### src/rtl/pattern_gen_multimode.sv
// Multi-mode video test-pattern generator: five patterns selected per frame, registered RGB,
// frame counter and a data-enable aligned with the colour outputs.
module pattern_gen_multimode #(
  parameter int unsigned H_ACTIVE   = 800,
  parameter int unsigned V_ACTIVE   = 600,
  parameter int unsigned COORD_W    = 10,
  parameter int unsigned COLOR_W    = 8,
  parameter int unsigned BORDER     = 20,
  parameter int unsigned BOX_HALF   = 10,
  parameter int unsigned CHECK_LOG2 = 5,
  parameter int unsigned BOX_SIZE   = 64,
  parameter int unsigned SPEED      = 4
) (
  input  logic               pixelClk,
  input  logic               reset,
  input  logic               vs,
  input  logic               de,
  input  logic [COORD_W-1:0] pixelsX,
  input  logic [COORD_W-1:0] pixelsY,
  input  logic [2:0]         mode,
  output logic [COLOR_W-1:0] r,
  output logic [COLOR_W-1:0] g,
  output logic [COLOR_W-1:0] b,
  output logic               deOut,
  output logic [7:0]         frameCount,
  output logic [2:0]         activeMode
);

  localparam int unsigned HalfX   = H_ACTIVE / 2;
  localparam int unsigned HalfY   = V_ACTIVE / 2;
  localparam int unsigned BarW    = H_ACTIVE / 8;
  localparam int unsigned DarkInt = (32'h20 << COLOR_W) >> 8;

  localparam logic [COLOR_W-1:0] Full   = '1;
  localparam logic [COLOR_W-1:0] Dark   = COLOR_W'(DarkInt);
  localparam logic [COORD_W:0]   LimX   = (COORD_W + 1)'(H_ACTIVE - BOX_SIZE);
  localparam logic [COORD_W:0]   LimY   = (COORD_W + 1)'(V_ACTIVE - BOX_SIZE);
  localparam logic [COORD_W:0]   SpeedW = (COORD_W + 1)'(SPEED);

  // {r,g,b} on/off per bar, left to right
  localparam logic [2:0] BarRgb [8] = '{3'b111, 3'b110, 3'b011, 3'b010,
                                        3'b101, 3'b100, 3'b001, 3'b000};

  logic               last_vs_q;
  logic               sof;
  logic [2:0]         active_mode_q, active_mode_d;
  logic [7:0]         frame_cnt_q, frame_cnt_d;
  logic [COORD_W-1:0] box_x_q, box_x_d, box_y_q, box_y_d;
  logic               dir_x_neg_q, dir_x_neg_d, dir_y_neg_q, dir_y_neg_d;
  logic [COLOR_W-1:0] r_q, r_d, g_q, g_d, b_q, b_d;
  logic               de_q;

  // One frame of box motion on one axis; returns {moving_negative, position}.
  function automatic logic [COORD_W:0] axis_step(input logic [COORD_W-1:0] pos,
                                                 input logic               neg,
                                                 input logic [COORD_W:0]   lim);
    logic [COORD_W:0] wide;
    wide = {1'b0, pos};
    if (!neg) begin
      wide = wide + SpeedW;
      if (wide >= lim) return {1'b1, lim[COORD_W-1:0]};
      return {1'b0, wide[COORD_W-1:0]};
    end
    if (wide <= SpeedW) return '0;
    wide = wide - SpeedW;
    return {1'b1, wide[COORD_W-1:0]};
  endfunction

  assign sof = ~last_vs_q & vs;

  always_comb begin
    active_mode_d = active_mode_q;
    frame_cnt_d   = frame_cnt_q;
    {dir_x_neg_d, box_x_d} = {dir_x_neg_q, box_x_q};
    {dir_y_neg_d, box_y_d} = {dir_y_neg_q, box_y_q};
    if (sof) begin
      active_mode_d = mode;
      frame_cnt_d   = frame_cnt_q + 8'd1;
      {dir_x_neg_d, box_x_d} = axis_step(box_x_q, dir_x_neg_q, LimX);
      {dir_y_neg_d, box_y_d} = axis_step(box_y_q, dir_y_neg_q, LimY);
    end
  end

  int unsigned x_w, y_w, bx_w, by_w;
  assign x_w  = 32'(pixelsX);
  assign y_w  = 32'(pixelsY);
  assign bx_w = 32'(box_x_q);
  assign by_w = 32'(box_y_q);

  logic mid_y, box0, blue0, green0, red0, box4;
  assign mid_y  = (y_w >= BORDER) && (y_w < V_ACTIVE - BORDER);
  assign box0   = (x_w + BOX_HALF >= HalfX) && (x_w <= HalfX + BOX_HALF) &&
                  (y_w + BOX_HALF >= HalfY) && (y_w <= HalfY + BOX_HALF);
  assign blue0  = !mid_y;
  assign green0 = mid_y && (x_w >= H_ACTIVE - BORDER);
  assign red0   = mid_y && (x_w < BORDER);
  assign box4   = (x_w >= bx_w) && (x_w < bx_w + BOX_SIZE) &&
                  (y_w >= by_w) && (y_w < by_w + BOX_SIZE);

  // Grey ramp takes the top COLOR_W bits of x, zero-padded when x is narrower
  logic [COLOR_W-1:0] grey;
  if (COORD_W >= COLOR_W) begin : g_grey_slice
    assign grey = pixelsX[COORD_W-1 -: COLOR_W];
  end else begin : g_grey_pad
    assign grey = {pixelsX, {(COLOR_W - COORD_W){1'b0}}};
  end

  logic [2:0] bar;

  always_comb begin
    r_d = '0;
    g_d = '0;
    b_d = '0;
    bar = '0;
    for (int unsigned k = 1; k < 8; k++) begin
      if (x_w >= k * BarW) bar = 3'(k);
    end
    if (de) begin
      case (active_mode_q)
        3'd0: begin
          if (box0)        {r_d, g_d, b_d} = {Full, Full, Full};
          else if (blue0)  b_d = Full;
          else if (green0) g_d = Full;
          else if (red0)   r_d = Full;
          else             {r_d, g_d, b_d} = {Dark, Dark, Dark};
        end
        3'd1: begin
          r_d = {COLOR_W{BarRgb[bar][2]}};
          g_d = {COLOR_W{BarRgb[bar][1]}};
          b_d = {COLOR_W{BarRgb[bar][0]}};
        end
        3'd2: begin
          if (pixelsX[CHECK_LOG2] ^ pixelsY[CHECK_LOG2]) {r_d, g_d, b_d} = {Full, Full, Full};
        end
        3'd3:    {r_d, g_d, b_d} = {grey, grey, grey};
        3'd4: begin
          if (box4) {r_d, g_d, b_d} = {Full, Full, Full};
          else      {r_d, g_d, b_d} = {Dark, Dark, Dark};
        end
        default: {r_d, g_d, b_d} = {Dark, Dark, Dark};
      endcase
    end
  end

  always_ff @(posedge pixelClk) begin
    if (reset) begin
      last_vs_q     <= 1'b1;
      active_mode_q <= '0;
      frame_cnt_q   <= '0;
      box_x_q       <= '0;
      box_y_q       <= '0;
      dir_x_neg_q   <= 1'b0;
      dir_y_neg_q   <= 1'b0;
      r_q           <= '0;
      g_q           <= '0;
      b_q           <= '0;
      de_q          <= 1'b0;
    end else begin
      last_vs_q     <= vs;
      active_mode_q <= active_mode_d;
      frame_cnt_q   <= frame_cnt_d;
      box_x_q       <= box_x_d;
      box_y_q       <= box_y_d;
      dir_x_neg_q   <= dir_x_neg_d;
      dir_y_neg_q   <= dir_y_neg_d;
      r_q           <= r_d;
      g_q           <= g_d;
      b_q           <= b_d;
      de_q          <= de;
    end
  end

  assign r          = r_q;
  assign g          = g_q;
  assign b          = b_q;
  assign deOut      = de_q;
  assign frameCount = frame_cnt_q;
  assign activeMode = active_mode_q;

endmodule

### config.mk
export PLATFORM = sky130hd
export DESIGN_NAME = pattern_gen_multimode
export DESIGN_NICKNAME = d
export VERILOG_FILES = /design/src/rtl/pattern_gen_multimode.sv
export SDC_FILE = /design/constraint.sdc
export NUM_CORES = 1
export LEC_CHECK = 0
export BUFFER_PORTS_ARGS = -buffer_cell sky130_fd_sc_hd__buf_4
export CORE_UTILIZATION = 35
export CTS_CLUSTER_SIZE = 14
export DETAILED_ROUTE_END_ITERATION = 7
export PLACE_DENSITY = 0.6
export SLEW_MARGIN = 10
export SYNTH_ARGS = -nofsm -noshare
export SYNTH_HDL_FRONTEND = slang
export SYNTH_SLANG_ARGS = --single-unit
export TNS_END_PERCENT = 30
### constraint.sdc
create_clock -name pixelClk -period 7.8 [get_ports pixelClk]
set_clock_uncertainty 0.15 [all_clocks]
set_input_delay 1.56 -clock pixelClk [delete_from_list [all_inputs] [get_ports pixelClk]]
set_output_delay 1.56 -clock pixelClk [all_outputs]
set_load 0.05 [all_outputs]
Yosys cells after proc, flatten, opt, wreduce, memory -nomap -nowiden
Memories as Yosys holds them, arrays and structs flattened. Cells that the tools add are included.

Bits of input ports: 27. Memories: 1. Flip-flop bits (word level): 59. Bits in read-only memories: 24.

Reduce and logical (&&, ||, !) cells: 11. Add/sub/neg operators: 9. Bitwise operators: 5. Magnitude comparators: 24. Equality and inequality tests: 4. Mux-type cells: 57.

Memories: (name not given) (words 8, bits a word 3, read ports 1, clocked after memory_dff 0, write ports 0, line 130) `b_d = {COLOR_W{BarRgb[bar][0]}};`.

Operator list (number): $mux 11 (16); $pmux 8 s5 (3); $mux 8 (11); $ge 10x10->1 const B (3); $ge 10x9->1 const B (3); $mux 3 (8); $add 10x3->11 const B (2); $add 10x4->11 const B (2); $add 10x7->11 const B (2); $ge 11x10->1 const B (2); $ge 11x9->1 const B (2); $le 11x3->1 const B (2); $lt 10x11->1 (2); $ge 10x10->1 (2); $le 10x9->1 const B (2); $sub 10x3->10 const B (2); $mux 1 (17); $mux 6 (2); $ge 10x5->1 const B (1); $ge 10x7->1 const B (1); $ge 10x8->1 const B (1); $lt 10x10->1 const B (1); $lt 10x5->1 const B (1); $logic_and 1x1->1 (9); other kinds (11) (13).

Depth between registers and ports, before layout
Word-level depth: 13. Depth in mapped cells: 11. Gate-level depth less buffers: 11.

Worst setup path before layout
No wires, ideal clock.

Path type: input port to flip-flop. From: input port pixelsX[4]. To: register r_q[6] (netlist: r[6]). Stages on the path: 8. Buffers on the path: 0. Required time: 7.518 ns. Arrival time: 3.349 ns. Setup time: 0.132 ns. Setup slack: 4.169 ns. Cell sequence: ha_1 o21ai_0 a22oi_1 a21o_1 a2111oi_0 a2111oi_2 nor3_2 a21oi_1.

Word-level cells in the longest chain between the ends: 13.

RTL lines: start: declaration (line 18) `input logic [COORD_W-1:0] pixelsX,`; $ge 10x7->1 (line 116) `if (x_w >= k * BarW) bar = 3'(k);`; $mux 1 (line 116); $mux 3 (6 in series) (line 116); $not 3->4 (implied by the code) (line 128) `r_d = {COLOR_W{BarRgb[bar][2]}};`; $mem_v2 8x3; $mux 3 (2 in series); $pmux 8 s5 * (line 119) `case (active_mode_q)`; end signal: assignment (line 166) `r_q <= r_d;`; end: declaration (line 50) `logic [COLOR_W-1:0] r_q, r_d, g_q, g_d, b_q, b_d;`.

Mark *: on every way between the ends. The rest lies on a longest branch, timed or not. The select of a mux whose other input is x is not followed. A chain may end at the register's enable or synchronous reset.

Worst setup path in the final report
From: input port pixelsX[4]. To: register r_q[2] (netlist: r[2]).

Same word-level chain as after synthesis.

==> results <==
- The run finished with clean final reports.
- The overall fraction of global-route tracks in use is 0.187.
- The tool flagged a number of max-cap violations equal to 0.
- For this run, asynchronously set or reset flops after synthesis account for 0.
- The sum of negative setup slack is 0 ns.
- The region available for standard cell placement spans 0.0127 mm^2.
- Across all hold checks on the routed design, the worst slack comes to about 0.35 ns.
- The data required time of the critical path is between 7 and 8 ns.
- The leakage power is around 2.0 nW.
- Counting along the longest clock path gives a buffer depth of 2.
- The post-placement setup slack is around 3.6 ns.
- Of the post-synthesis cell area, the dominant cell type holds 0.241.
- The weighted congestion at the end of routability-driven global placement is ~0.87.
- The violation count after the first detailed-route iteration is 440.
- Data on the critical path arrives at its endpoint at 3.84 ns.
- The count of buffers from port buffering is 62.
- The total clock buffers created by CTS is 5.
- The die outline height is between 100 and 150 um.
- 63 I/O pins were placed.
- The path class of the tightest hold or removal check is flip-flop to flip-flop.
- The number of nets in the synthesized netlist is roughly 660.
- The wire length of the first global-routing pass is between 20 and 25 mm.
- The via count normalized by instance count is about 5.7.
- The detailed-route DRC error count is 0.
- The share of final-layout standard cells stronger than drive strength 1 is 0.150.
- Entering global routing, the biggest net connects 27 pins.
- The critical path in this run is classified as primary input to flip-flop.
- The TritonCTS clock tree is built.
- In this run the worst path has a maximum fanout of 13.
- The smallest clock period supported by the final layout is computed as between 3 and 4 ns.
- The count of endpoints failing hold in the final timing report is 0.
- The synthesis warning total is 0.
- The sequential area share after synthesis is 0.241.
- For the pin with the worst max-slew slack, the measured transition is between 0.6 and 0.7 ns.
- Sorting the synthesized cells by area gives the leading types as sky130_fd_sc_hd__dfxtp_1 (24%), sky130_fd_sc_hd__ha_1 (11%), sky130_fd_sc_hd__a21oi_1 (5.3%), sky130_fd_sc_hd__nand2_1 (4.3%), sky130_fd_sc_hd__xnor2_1 (3.4%).
- The estimated wirelength of the detail-placed design is between 9 and 10 mm.
- The number of antenna violations at the first check in global routing is 0.
- Headroom to the max-slew limit came out at 0.538.
- The biggest area contributor in the post-synthesis netlist is sky130_fd_sc_hd__dfxtp_1.
- Wires add up to approximately 13 mm.
- The initialized floorplan defines 41 standard-cell rows.
- The nature of the critical path endpoint is a flip-flop.
- The maximum resistive drop on vdd is approximately 0.074 mV.
- Relative to the synthesized area, the layout overhead comes to 14.3%.
- The power per standard cell area is 133 mW/mm^2.
- The achievable frequency is between 0.2 and 0.3 GHz.
- The number of gates resized after CTS was 0.
- The synthesized design contains 55 register bits.
- The count of endpoints failing setup in the final report is 0.
- Setup repair after global routing left no endpoint under its margin.
- The number of clock sinks seen by CTS is 55.
- The number of levels the H-tree was split into is 2.
- The number of global-route vias before repair is roughly 4000.
- For this configuration, the core starts out at a cell density of 0.361.
- The x dimension of the die is roughly 120 um.
- The CTS clock-pin slew for the worst setup and hold paths is ~0.07 ns.
- The die covers ~0.014 mm^2.
- The most common flop cell mapped by yosys is sky130_fd_sc_hd__dfxtp_1.
- The minimum setup slack in the final design is slightly below 4 ns.
- The share of the cycle needed by the critical path after routing is 0.492.
- The count of final max-slew check failures was 0.
- The total overflow left after global routing is 0.
- Counting distinct cell types in the post-synthesis netlist gives 80.
- After detailed routing, the average wire length per cell comes to ~16 um.
- After clock tree synthesis, the setup repair step added 0 buffers.
- Clock latency on the worst-skew pair, taken at its later pin, is roughly 0.30 ns.
- The synthesized area per cell is 7.71 um^2.
- The count of TritonRoute iterations in the first routing pass is 5.
- For this design, the CTS-stage hold fixing added 0 buffers.
- In this run the remaining antenna-violating nets after routing total 0.
- The sum of internal, switching and leakage power is slightly below 0.0007 W.
- The number of vias in the routed layout is ~4600.
- The cell area after synthesis is 0.00457 mm^2.
- The number of synthesized flops with an enable pin is 0.
- The number of antenna cells inserted is 0.
- The post-synthesis instance total is 593.
- The worst setup path is launched from a primary input.
- The clock tree root driver cell is sky130_fd_sc_hd__clkbuf_16.
- The net count of the finished layout is between 600 and 700.
-- cell usage after synthesis (4+ instances only) --
cell type and instances:
sky130_fd_sc_hd__dfxtp_1 55, sky130_fd_sc_hd__a211oi_1 7, sky130_fd_sc_hd__nand2b_1 8, sky130_fd_sc_hd__o21a_1 8, sky130_fd_sc_hd__o22ai_1 4, sky130_fd_sc_hd__a21oi_1 48, sky130_fd_sc_hd__clkbuf_1 18, sky130_fd_sc_hd__or3_1 10
sky130_fd_sc_hd__buf_2 12, sky130_fd_sc_hd__xnor2_1 18, sky130_fd_sc_hd__o41ai_1 4, sky130_fd_sc_hd__a22oi_1 4, sky130_fd_sc_hd__a221oi_1 5, sky130_fd_sc_hd__xor2_1 5, sky130_fd_sc_hd__a31oi_1 21, sky130_fd_sc_hd__nand4_1 7
sky130_fd_sc_hd__nor2b_1 10, sky130_fd_sc_hd__nor2_1 41, sky130_fd_sc_hd__o31ai_1 7, sky130_fd_sc_hd__a211o_1 4, sky130_fd_sc_hd__nor3_1 19, sky130_fd_sc_hd__nor4_1 10, sky130_fd_sc_hd__nand3_1 16, sky130_fd_sc_hd__o21ai_0 28
sky130_fd_sc_hd__nand2_1 52, sky130_fd_sc_hd__ha_1 41, sky130_fd_sc_hd__inv_1 35, sky130_fd_sc_hd__nor3b_1 5, sky130_fd_sc_hd__a21o_1 5
-- final cells by class --
class                   count  area, um^2
fillers                  1319        7450
clock inverters             3        25.0
repair buffers             64         480
flip-flops and latches     55        1100
well taps                 172         215
inverters                  36         135
multi-input cells         463        3140
clock buffers               5         125
-- layout by cell type (no fill, tap or decap), types with 10 or more instances in the layout --
cell type and n:
sky130_fd_sc_hd__nor3_1 19, sky130_fd_sc_hd__nand2_1 52, sky130_fd_sc_hd__a31oi_1 21, sky130_fd_sc_hd__or3_1 10, sky130_fd_sc_hd__nor2_1 41, sky130_fd_sc_hd__nand3_1 16
sky130_fd_sc_hd__nor4_1 10, sky130_fd_sc_hd__xnor2_1 18, sky130_fd_sc_hd__buf_4 64, sky130_fd_sc_hd__inv_1 35, sky130_fd_sc_hd__a21oi_1 48, sky130_fd_sc_hd__o21ai_0 28
sky130_fd_sc_hd__ha_1 41, sky130_fd_sc_hd__dfxtp_1 55, sky130_fd_sc_hd__nor2b_1 10
-- critical path, stage by stage --
cell and delay (ns):
sky130_fd_sc_hd__buf_4 0.16, sky130_fd_sc_hd__ha_1 0.29, sky130_fd_sc_hd__o21ai_0 0.21, sky130_fd_sc_hd__a22oi_1 0.13, sky130_fd_sc_hd__a21o_1 0.19, sky130_fd_sc_hd__a2111oi_0 0.59, sky130_fd_sc_hd__a2111oi_2 0.15, sky130_fd_sc_hd__nor3_2 0.44
sky130_fd_sc_hd__a21oi_1 0.13
-- final timing paths --
| kind | startpoint | end | slack, ns | depth (start not counted) |
|---|---|---|---|---|
| worst min-delay path | frameCount[7] | frameCount[7] | 0.35 | 2 |
| worst min register to register | frameCount[7] | frameCount[7] | 0.35 | 2 |
| worst max register to register | box_x_q[4] | r[2] | 4.58 | 9 |
| worst max-delay path | pixelsX[4] | r[2] | 3.97 | 9 |
-- where the power goes --
group | leakage [nW] | internal [W] | switching, W | total, W
logic | 1.46 | 0.0000609 | 0.0000971 | 0.000158
registers | 0.447 | 0.000289 | 0.0000115 | 0.000301
clock network | 0.0700 | 0.000121 | 0.000114 | 0.000235
total | 1.98 | 0.000471 | 0.000223 | 0.000694
-- through the flow --
| stage | area (um^2) | utilization | std cells |
|---|---|---|---|
| floorplan | 4570 | - | 593 |
| CTS | 5230 | 0.412 | 798 |
| global placement | 5070 | 0.401 | 790 |
| detailed placement | 5070 | 0.401 | 790 |
| global route | 5230 | 0.412 | 798 |
| finish | 5230 | 0.412 | 798 |
-- metal layers --
metal,vias up,wire length (um),track usage
li1,2264,-,-
met3,16,510,0.0213
met2,138,6110,0.314
met5,-,0,0
met4,0,211,0.0590
met1,2136,5740,0.248
-- flip-flops by register name, summed over array words and instances (netlist names), 3 cells and up --
signal / cells
r: 8
frameCount: 8
box_x_q: 8
g: 8
b: 8
box_y_q: 8
activeMode: 3
-- kinds of logic (layout without fill, tap and decap cells) --
kind of cell / Yosys count / after routing / synth area share
AO/OA/AOI/OAI: 191 / 191 / 0.291
XOR/XNOR: 23 / 23 / 0.0441
adder cells (fa/ha/maj): 41 / 41 / 0.112
buffers and inverters: 75 / 108 / 0.0717
flip-flops: 55 / 55 / 0.241
multiplexers: 3 / 3 / 0.00684
AND/OR/NAND/NOR: 205 / 205 / 0.233
Power figures use the tool's default switching activity.
